## src/rtl/datapath_wall.sv

```systemverilog
// Wall datapath: holds wall position and gap, moves the wall, and streams wall
// draw/erase pixels one per clock while flagging player-vs-wall contact.
module datapath_wall #(
  parameter int           SCREEN_W    = 160,
  parameter int           SCREEN_H    = 120,
  parameter int           WALL_W      = 4,
  parameter int           GAP_H       = 32,
  parameter int           START_X     = 156,
  parameter logic [2:0]   WALL_COLOUR = 3'b010
) (
  input  logic       clk,
  input  logic       resetn,
  input  logic [4:0] state_in,
  input  logic [6:0] gap_y,
  input  logic [7:0] player_x,
  input  logic [6:0] player_y,
  output logic [7:0] x_out,
  output logic [6:0] y_out,
  output logic [2:0] colour_out,
  output logic       plot,
  output logic       done,
  output logic       touched,
  output logic [7:0] wall_x
);

  localparam logic [4:0] C_READY  = 5'd5;
  localparam logic [4:0] C_MOVE   = 5'd6;
  localparam logic [4:0] C_STOP   = 5'd7;
  localparam logic [4:0] C_DRAW   = 5'd8;
  localparam logic [4:0] C_DEL    = 5'd9;
  localparam logic [4:0] C_UPDATE = 5'd10;
  localparam logic [4:0] C_DEL_B  = 5'd12;
  localparam logic [4:0] C_DRAW_B = 5'd13;

  localparam logic [6:0] GAP_MAX = 7'(SCREEN_H - GAP_H);

  logic [4:0] last_code;
  logic [6:0] gap_top;
  logic [6:0] old_gap;
  logic       wrap_pending;
  logic       busy;
  logic       sweep_delb;
  logic [8:0] cur_x;
  logic [8:0] sx_start;
  logic [8:0] sx_end;
  logic [7:0] cur_y;
  logic [7:0] sy_end;

  logic       start;
  logic [8:0] wall_x9;
  logic [6:0] gap_clamped;
  logic       set_sweep;
  logic       set_bottom;
  logic       set_empty;
  logic [2:0] set_colour;
  logic [8:0] set_x_start;
  logic [8:0] set_x_end;
  logic [7:0] gap_sel;
  logic [7:0] set_y_start;
  logic [7:0] set_y_end;
  logic [8:0] px9;
  logic [7:0] py8;
  logic [7:0] gap8;
  logic       hit_x;
  logic       hit_y;

  assign start = !busy && (state_in != last_code);

  // Sweep setup for the code currently presented; only used when a command starts.
  always_comb begin
    wall_x9     = {1'b0, wall_x};
    gap_clamped = (gap_y > GAP_MAX) ? GAP_MAX : gap_y;
    set_sweep   = 1'b0;
    set_bottom  = 1'b0;
    set_colour  = WALL_COLOUR;
    set_x_start = wall_x9;
    set_x_end   = wall_x9 + 9'(WALL_W);
    gap_sel     = {1'b0, gap_top};
    case (state_in)
      C_DRAW:   set_sweep = 1'b1;
      C_DRAW_B: begin
        set_sweep  = 1'b1;
        set_bottom = 1'b1;
      end
      C_DEL, C_DEL_B: begin
        set_sweep  = 1'b1;
        set_bottom = (state_in == C_DEL_B);
        set_colour = 3'b000;
        if (wrap_pending) begin
          set_x_start = 9'd0;
          set_x_end   = 9'(WALL_W);
          gap_sel     = {1'b0, old_gap};
        end else begin
          set_x_start = wall_x9 + 9'(WALL_W);
          set_x_end   = wall_x9 + 9'(WALL_W) + 9'd1;
        end
      end
      default: ;
    endcase
    set_y_start = set_bottom ? (gap_sel + 8'(GAP_H)) : 8'd0;
    set_y_end   = set_bottom ? 8'(SCREEN_H) : gap_sel;
    set_empty   = (set_y_start >= set_y_end) || (set_x_start >= 9'(SCREEN_W));
  end

  always_comb begin
    px9   = {1'b0, player_x};
    py8   = {1'b0, player_y};
    gap8  = {1'b0, gap_top};
    hit_x = (px9 >= wall_x9) && (px9 < wall_x9 + 9'(WALL_W));
    hit_y = (py8 < gap8) || (py8 >= gap8 + 8'(GAP_H));
  end

  always_ff @(posedge clk or negedge resetn) begin
    if (!resetn) begin
      last_code    <= 5'b11111;
      gap_top      <= '0;
      old_gap      <= '0;
      wrap_pending <= 1'b0;
      busy         <= 1'b0;
      sweep_delb   <= 1'b0;
      cur_x        <= '0;
      cur_y        <= '0;
      sx_start     <= '0;
      sx_end       <= '0;
      sy_end       <= '0;
      x_out        <= '0;
      y_out        <= '0;
      colour_out   <= '0;
      plot         <= 1'b0;
      done         <= 1'b0;
      touched      <= 1'b0;
      wall_x       <= 8'(START_X);
    end else begin
      done    <= 1'b0;
      touched <= hit_x && hit_y;
      if (busy) begin
        // Row-major walk: x inner, y outer; done follows the final pixel.
        if (cur_x + 9'd1 < sx_end) begin
          cur_x <= cur_x + 9'd1;
          x_out <= 8'(cur_x + 9'd1);
        end else if (cur_y + 8'd1 < sy_end) begin
          cur_x <= sx_start;
          cur_y <= cur_y + 8'd1;
          x_out <= sx_start[7:0];
          y_out <= 7'(cur_y + 8'd1);
        end else begin
          busy <= 1'b0;
          plot <= 1'b0;
          done <= 1'b1;
          if (sweep_delb) wrap_pending <= 1'b0;
        end
      end else if (start) begin
        last_code <= state_in;
        case (state_in)
          C_READY: begin
            wall_x       <= 8'(START_X);
            gap_top      <= gap_clamped;
            wrap_pending <= 1'b0;
            done         <= 1'b1;
          end
          C_MOVE: begin
            if (wall_x != 8'd0) begin
              wall_x <= wall_x - 8'd1;
            end else begin
              wall_x       <= 8'(START_X);
              old_gap      <= gap_top;
              gap_top      <= gap_clamped;
              wrap_pending <= 1'b1;
            end
            done <= 1'b1;
          end
          C_STOP, C_UPDATE: done <= 1'b1;
          default: begin
            if (set_sweep) begin
              if (set_empty) begin
                done <= 1'b1;
                if (state_in == C_DEL_B) wrap_pending <= 1'b0;
              end else begin
                busy       <= 1'b1;
                plot       <= 1'b1;
                colour_out <= set_colour;
                sweep_delb <= (state_in == C_DEL_B);
                cur_x      <= set_x_start;
                cur_y      <= set_y_start;
                sx_start   <= set_x_start;
                sx_end     <= set_x_end;
                sy_end     <= set_y_end;
                x_out      <= set_x_start[7:0];
                y_out      <= set_y_start[6:0];
              end
            end
          end
        endcase
      end
    end
  end

endmodule
```

## config.mk

```make
export PLATFORM = sky130hd
export DESIGN_NAME = datapath_wall
export DESIGN_NICKNAME = d
export VERILOG_FILES = /design/src/rtl/datapath_wall.sv
export SDC_FILE = /design/constraint.sdc
export NUM_CORES = 1
export LEC_CHECK = 0
export CORE_AREA = 2 2 129 181
export DETAILED_ROUTE_END_ITERATION = 7
export DIE_AREA = 0 0 131 183
export PLACE_DENSITY = 0.38
export SETUP_SLACK_MARGIN = 0.1
export SYNTH_ARGS = -nofsm -noshare
export SYNTH_HDL_FRONTEND = slang
export SYNTH_SLANG_ARGS = --single-unit
```

## constraint.sdc

```tcl
create_clock -name clk -period 4.27 [get_ports clk]
set_clock_uncertainty 0.1 [all_clocks]
set_input_delay 0.6405 -clock clk [delete_from_list [all_inputs] [get_ports clk]]
set_output_delay 0.6405 -clock clk [all_outputs]
set_load 0.05 [all_outputs]
```

==> metrics.cfg, run 1 <==
[final_layout]
instances_no_fill=953
n_antenna_cell=0
area_growth_pct=22.3
drive_gt1_frac=0.135
multi_input_area_um2=3120
fin_util=0.300
fillers=2382
fin_nets=728
regArea_um2=1910

[setup_path]
crit_type=in -> reg
crit_path_end_kind=flip-flop
worstPathArrival_ns=3.96
crit_fanout=9
cp.required_ns=4.39
cp-start-kind=input port

[detailed_routing]
wire_per_inst_um=15.8
postRouteAntennaNets=0
via_per_inst=4.56
drc=0
firstDrtPassIters=4
wl_um=15100
vias=4342
drtIter0Drc=138

[grt]
grt_usage=0.134
grt_max_degree=50
grt_pass1_wl_um=25000
grt_pass1_vias=4628
antenna_found_initial=0
grt_overflow=0

[synthesis]
yosys_register_bits=76
synth_edf_count=0
netlist_top_cells_area=dfrtp_1 (31%), ha_1 (12%), mux2_2 (4.5%)
muxShareOfSynthArea=0.0822
synthAdderAreaFrac=0.119
yosys.area_share.simple=0.162
synth_top_area_cell=dfrtp_1
yosys_warnings=0
synthXorXnorAreaFrac=0.0493
syn_inst=592
async_reset_ff_frac=1.00
syn_area_per_cell_um2=9.25
netlist_area_um2=5480
synth_top_family_by_area=simple AND/OR/NAND/NOR gates
ys_seq_area_frac=0.349
synth-compound-area-share=0.156
synth_ff_type=dfrtp_1
yosysTopAreaCellShare=0.306
synth_cell_types=67

[power]
ir_drop_v=0.000190
p_leak_nw=2.95
p_per_area_nw_per_um2=712

[die]
fp.dieW_um=131
core_um2=22400
fp.dieH_um=183
die-area_um2=24000
num_rows=65
start_util=0.245
ios=58

[clock_network]
cts_tree=yes
ctsHoldBuffers=0
cts.path.max_buffers=2
clock_sinks=76
cts_buffers=9
postCtsSetupRepairBufs=0
clock_latency_ns=0.34
h-tree-depth=3
clk_root_buffer_cell=clkbuf_16
path_clk_slew_ns=0.07
post_cts_resized=0

[sta]
rsz0062_at_grt=no
tightest_slew_ns=0.675
setup_viol=0
finalSetupTns_ns=0
finalMaxSlewViolations=0
max_freq_mhz=260
post-route-period-util=0.900
slew_headroom=0.548
fin_crit_ns=3.84
hold_viol=0

[placement]
place.port_buffers=55
dp_hpwl_um=12000
routabilityCongestion=0.851
dp_cells=937

[job]
maxCapViolCount=0

[hold_path]
hp-class=in -> async

[outcome]
status=completed

==> worst max-delay path: stages <==
cell and delay, ns:
clkdlybuf4s50_1 0.46, nor3b_4 0.32, nand3_4 0.11, mux2_2 0.28
nor2_1 0.06, ha_1 0.31, a31oi_1 0.12, o311a_1 0.13
or3_1 0.33, a32oi_2 0.24, buf_4 0.17, nor3_2 0.05
buf_4 0.18, nor2_8 0.19, mux2_1 0.36
==> cells in the mapped netlist, types with 5 or more instances <==
cell / n
inv_1: 46
a21oi_1: 28
mux2i_1: 18
o21a_1: 6
dfstp_2: 9
and2_1: 5
clkbuf_1: 10
nor2b_1: 6
o21ai_0: 36
nor2_1: 35
xnor2_1: 18
o31ai_1: 10
o22ai_1: 5
a211oi_1: 5
xor2_1: 11
ha_1: 52
mux2_2: 22
nand2_1: 53
or3_1: 8
buf_4: 22
dfrtp_1: 67
a31oi_1: 5
nand3_1: 23
nor3_1: 11
==> cells by family after synthesis <==
logic type,Yosys count
adders and majority gates,52
muxes,42
and+or+nand+nor,173
DFF,76
other,1
xor gates and xnor gates,30
buffers and inverters,89
AOI/OAI and AO/OA,129
==> registers in the layout (all words and copies together), names as in the netlist, 2 cells and up <==
name / flops
cur_x: 2
gap_top: 7
cur_y: 2
last_code: 5
sx_end: 9
wall_x: 8
old_gap: 7
y_out: 6
x_out: 7
sx_start: 9
sy_end: 7
==> final cells by class <==
type / instances / share of cell area
repair buffers: 84 / 0.114
multi-input cells: 428 / 0.466
well taps: 301 / 0.0562
clock buffers: 10 / 0.0342
inverters: 48 / 0.0273
flip-flops and latches: 76 / 0.285
clock inverters: 6 / 0.0168
==> routing by layer <==
layer  GRT usage  part of all wire  vias up
met5           0                 0        -
met4      0.0447             0.017        0
met3      0.0178             0.022       14
met2       0.238              0.51       52
met1       0.166              0.45     2089
li1            -                 -     2187
==> power breakdown <==
part           leakage [nW]  switching, mW  internal [mW]
Clock                 0.167          0.320          0.573
Sequential            0.926          0.272           1.01
Combinational          1.86           1.53           1.07
Total                  2.95           2.12           2.65
==> cell usage in the layout, fill, tap and decap left out, drive strengths merged, types with 8 or more instances in the layout <==
cell            n
xor2           12
dfrtp          67
nor3           13
buf            30
clkbuf         10
ha             52
inv            47
mux2i          18
nor2           36
nand3          24
o21ai          38
clkdlybuf4s50  54
or3             8
o31ai          10
a21oi          28
dfstp           9
nand2          53
xnor2          18
mux2           24
==> stage by stage <==
step | setup WS, ns | power [mW] | instance area, um2 | hold slack (ns)
finish | 0.426 | 4.77 | 6700 | 0.250
CTS | 0.376 | 4.84 | 6700 | 0.271
global placement | 0.137 | 3.89 | 6360 | 0.368
global route | 0.172 | 5.19 | 6700 | 0.302
floorplan | 0.255 | 3.17 | 5480 | 0.245
detailed placement | 0.0411 | 3.92 | 6360 | 0.370
==> worst paths after layout <==
check | slack (ns) | startpoint | cells past startpoint | end
hold reg to reg | 0.38 | sx_start[3] | 2 | sx_start[3]
setup / recovery | 0.43 | state_in[1] | 15 | x_out[3]
setup reg to reg | 0.71 | wrap_pending | 15 | x_out[3]
max in group asynchronous | 2.97 | resetn | 2 | sx_end[4]
min in group clk | 0.38 | sx_start[3] | 2 | sx_start[3]
hold / removal | 0.25 | resetn | 1 | sx_end[8]
Note: power is estimated with default switching activity, not from simulation.
==> run 2: changes to the inputs <==
Settings changed: PLACE_DENSITY 0.38 to 0.39.
Clock period 4.27 ns to 3.25 ns, I/O delays scaled along.
==> run 2 against run 1 <==
Count of clock-buffer cells in the layout did not move; first-iteration DRC count rose by 35%; worst setup slack got worse by 0.28 ns; hold slack got worse by 0.048 ns; final cell count rose by 4.4%; wire length rose by 7.1%; clock power rose by 35%.
==> metrics.cfg, run 2 (synthesis gave the netlist of run 1 again) <==
[outcome]
status=completed

[grt]
grt_usage=0.139  ; +0.00494
antenna_found_initial=0  ; unchanged
grt_max_degree=77  ; +54%
grt_pass1_wl_um=25800  ; +3.0%
grt_pass1_vias=4812  ; +4.0%
grt_overflow=0  ; unchanged

[sta]
tightest_slew_ns=1.03  ; +0.355 ns
slew_headroom=0.313  ; -0.235
max_freq_mhz=322
finalMaxSlewViolations=0  ; unchanged
rsz0062_at_grt=yes
fin_crit_ns=3.11
setup_viol=0  ; unchanged
hold_viol=0  ; unchanged
post-route-period-util=0.956

[placement]
place_area_um2=6620  ; +4.1%
routabilityCongestion=0.843  ; -0.91%
place.port_buffers=55  ; unchanged
dp_hpwl_um=12300  ; +2.7%

[die]
die-area_um2=24000  ; unchanged
num_rows=65  ; unchanged
ios=58  ; unchanged
fp.dieH_um=183  ; unchanged
core_um2=22400  ; unchanged
start_util=0.245  ; unchanged
fp.dieW_um=131  ; unchanged

[final_layout]
n_antenna_cell=0  ; unchanged
final_cell_mix=dfrtp_1 (66), buf_4 (59), clkdlybuf4s50_1 (49), nand2_1 (48), ha_1 (45)
area_growth_pct=35.8
drive_gt1_frac=0.268  ; +0.133
top_regs=sx_end (9), sx_start (9), wall_x (8)
final_area_um2=7440  ; +11%
final_common_cell=dfrtp_1
fin_nets=770  ; +5.8%

[setup_path]
crit_family=simple AND/OR/NAND/NOR gates
worstPathArrival_ns=3.27  ; -0.69 ns
crit_fanout=5  ; -4
r2r_setup_slack_ns=0.18  ; -0.53 ns
cp_cell_sequence=buf_6 > nor3b_4 > nand3_4 > mux2_4 > nor2_4 > ha_4 > a31oi_4 > o311ai_2 > nand3_1 > a32oi_4 > or3_4 > buf_8 > or3_1 > o21ai_1
cp-start-kind=input port
r2r-end=cur_x[7]
r2r-start=x_out[0]
cp.required_ns=3.42  ; -0.97 ns
cp_slowest_stage_delay_ns=0.42  ; -0.04 ns
cp_slowest_cell=or3_4
crit_type=in -> reg
crit_path_end_kind=flip-flop
cp_num_buf_inv=2  ; -1
r2r_cells=11  ; -4

[clock_network]
clk_root_buffer_cell=clkbuf_16
cts_tree=yes
clock_latency_ns=0.34  ; about the same
path_clk_slew_ns=0.06  ; about the same
cts.path.max_buffers=2  ; unchanged
ctsHoldBuffers=0  ; unchanged
cts_buffers=9  ; unchanged
clock_sinks=76  ; unchanged
h-tree-depth=3  ; unchanged

[power]
p_leak_nw=3.29  ; +11%
p_per_area_nw_per_um2=947  ; +33%
finalPower_mw=7.04  ; +48%
ir_drop_v=0.000281  ; +48%

[detailed_routing]
drtIter0Drc=186  ; +35%
firstDrtPassIters=4  ; unchanged
vias=4647  ; +7.0%
wire_per_inst_um=16.2  ; +2.6%
drc=0  ; unchanged
wl_um=16200  ; +7.1%
postRouteAntennaNets=0  ; unchanged
via_per_inst=4.67  ; +2.5%

[job]
maxCapViolCount=0  ; unchanged

[hold_path]
hp-class=in -> async

-- run 2: worst max-delay path by stage --
stage | cells after the start | to | start | slack, ns
after detailed placement | 17 | y_out[3] | state_in[0] | -0.81
after global placement | 15 | y_out[0] | state_in[0] | -0.76
after global routing | 14 | sy_end[2] | state_in[1] | 0.01
final | 14 | sy_end[1] | state_in[1] | 0.14
after floorplan | 17 | sy_end[1] | state_in[1] | -0.25
after CTS | 14 | sy_end[2] | state_in[4] | 0.07
-- run 2: metal layers --
metal,vias to the layer above,GRT usage,part of all wire
li1,2271,-,-
met5,-,0,0
met1,2279,0.173,0.44
met4,0,0.0464,0.023
met2,74,0.245,0.52
met3,23,0.0193,0.024
-- run 2: stage by stage --
step / utilization / worst slack (ns) / hold slack, ns / std cells / setup TNS [ns]
floorplan: - / -0.251 / 0.0919 / 593 / -7.32
global placement: 0.296 / -0.763 / 0.366 / 964 / -29.85
detailed placement: 0.296 / -0.806 / 0.366 / 964 / -32.92
CTS: 0.323 / 0.0657 / 0.283 / 991 / 0
global route: 0.333 / 0.0133 / 0.297 / 995 / 0
finish: 0.333 / 0.143 / 0.202 / 995 / 0
-- run 2: worst reg2reg max path: cells and delay by family (launching register included) --
kind	cells	cell delay, ns
AOI/OAI and AO/OA	2	0.34
adders and majority gates	2	0.45
xor gates and xnor gates	1	0.16
DFF	1	0.42
and+or+nand+nor	2	0.50
buffers and inverters	1	0.13
muxes	3	0.87
-- run 2: area by class of cell --
| cell class | count | area, um2 |
|---|---|---|
| clock buffer | 10 | 239 |
| clock inverter | 6 | 111 |
| fill | 2330 | 14900 |
| inverter | 48 | 183 |
| multi-input combinational | 429 | 3490 |
| sequential | 76 | 1910 |
| tap | 301 | 377 |
| timing repair buffer | 125 | 1120 |
-- run 2: repair_timing --
| action | CTS | global route |
|---|---|---|
| pin swaps | 23 | 28 |
| cloned | 2 | 0 |
| setup buffers | 9 | 5 |
| gates resized for setup | 65 | 43 |
| setup endpoints to repair | 48 | 45 |
-- run 2: report_power, final --
group	leakage [nW]	switching (mW)	internal (mW)	total, mW
sequential	0.925	0.343	1.32	1.67
combinational	2.19	2.35	1.82	4.17
clock	0.169	0.435	0.772	1.21
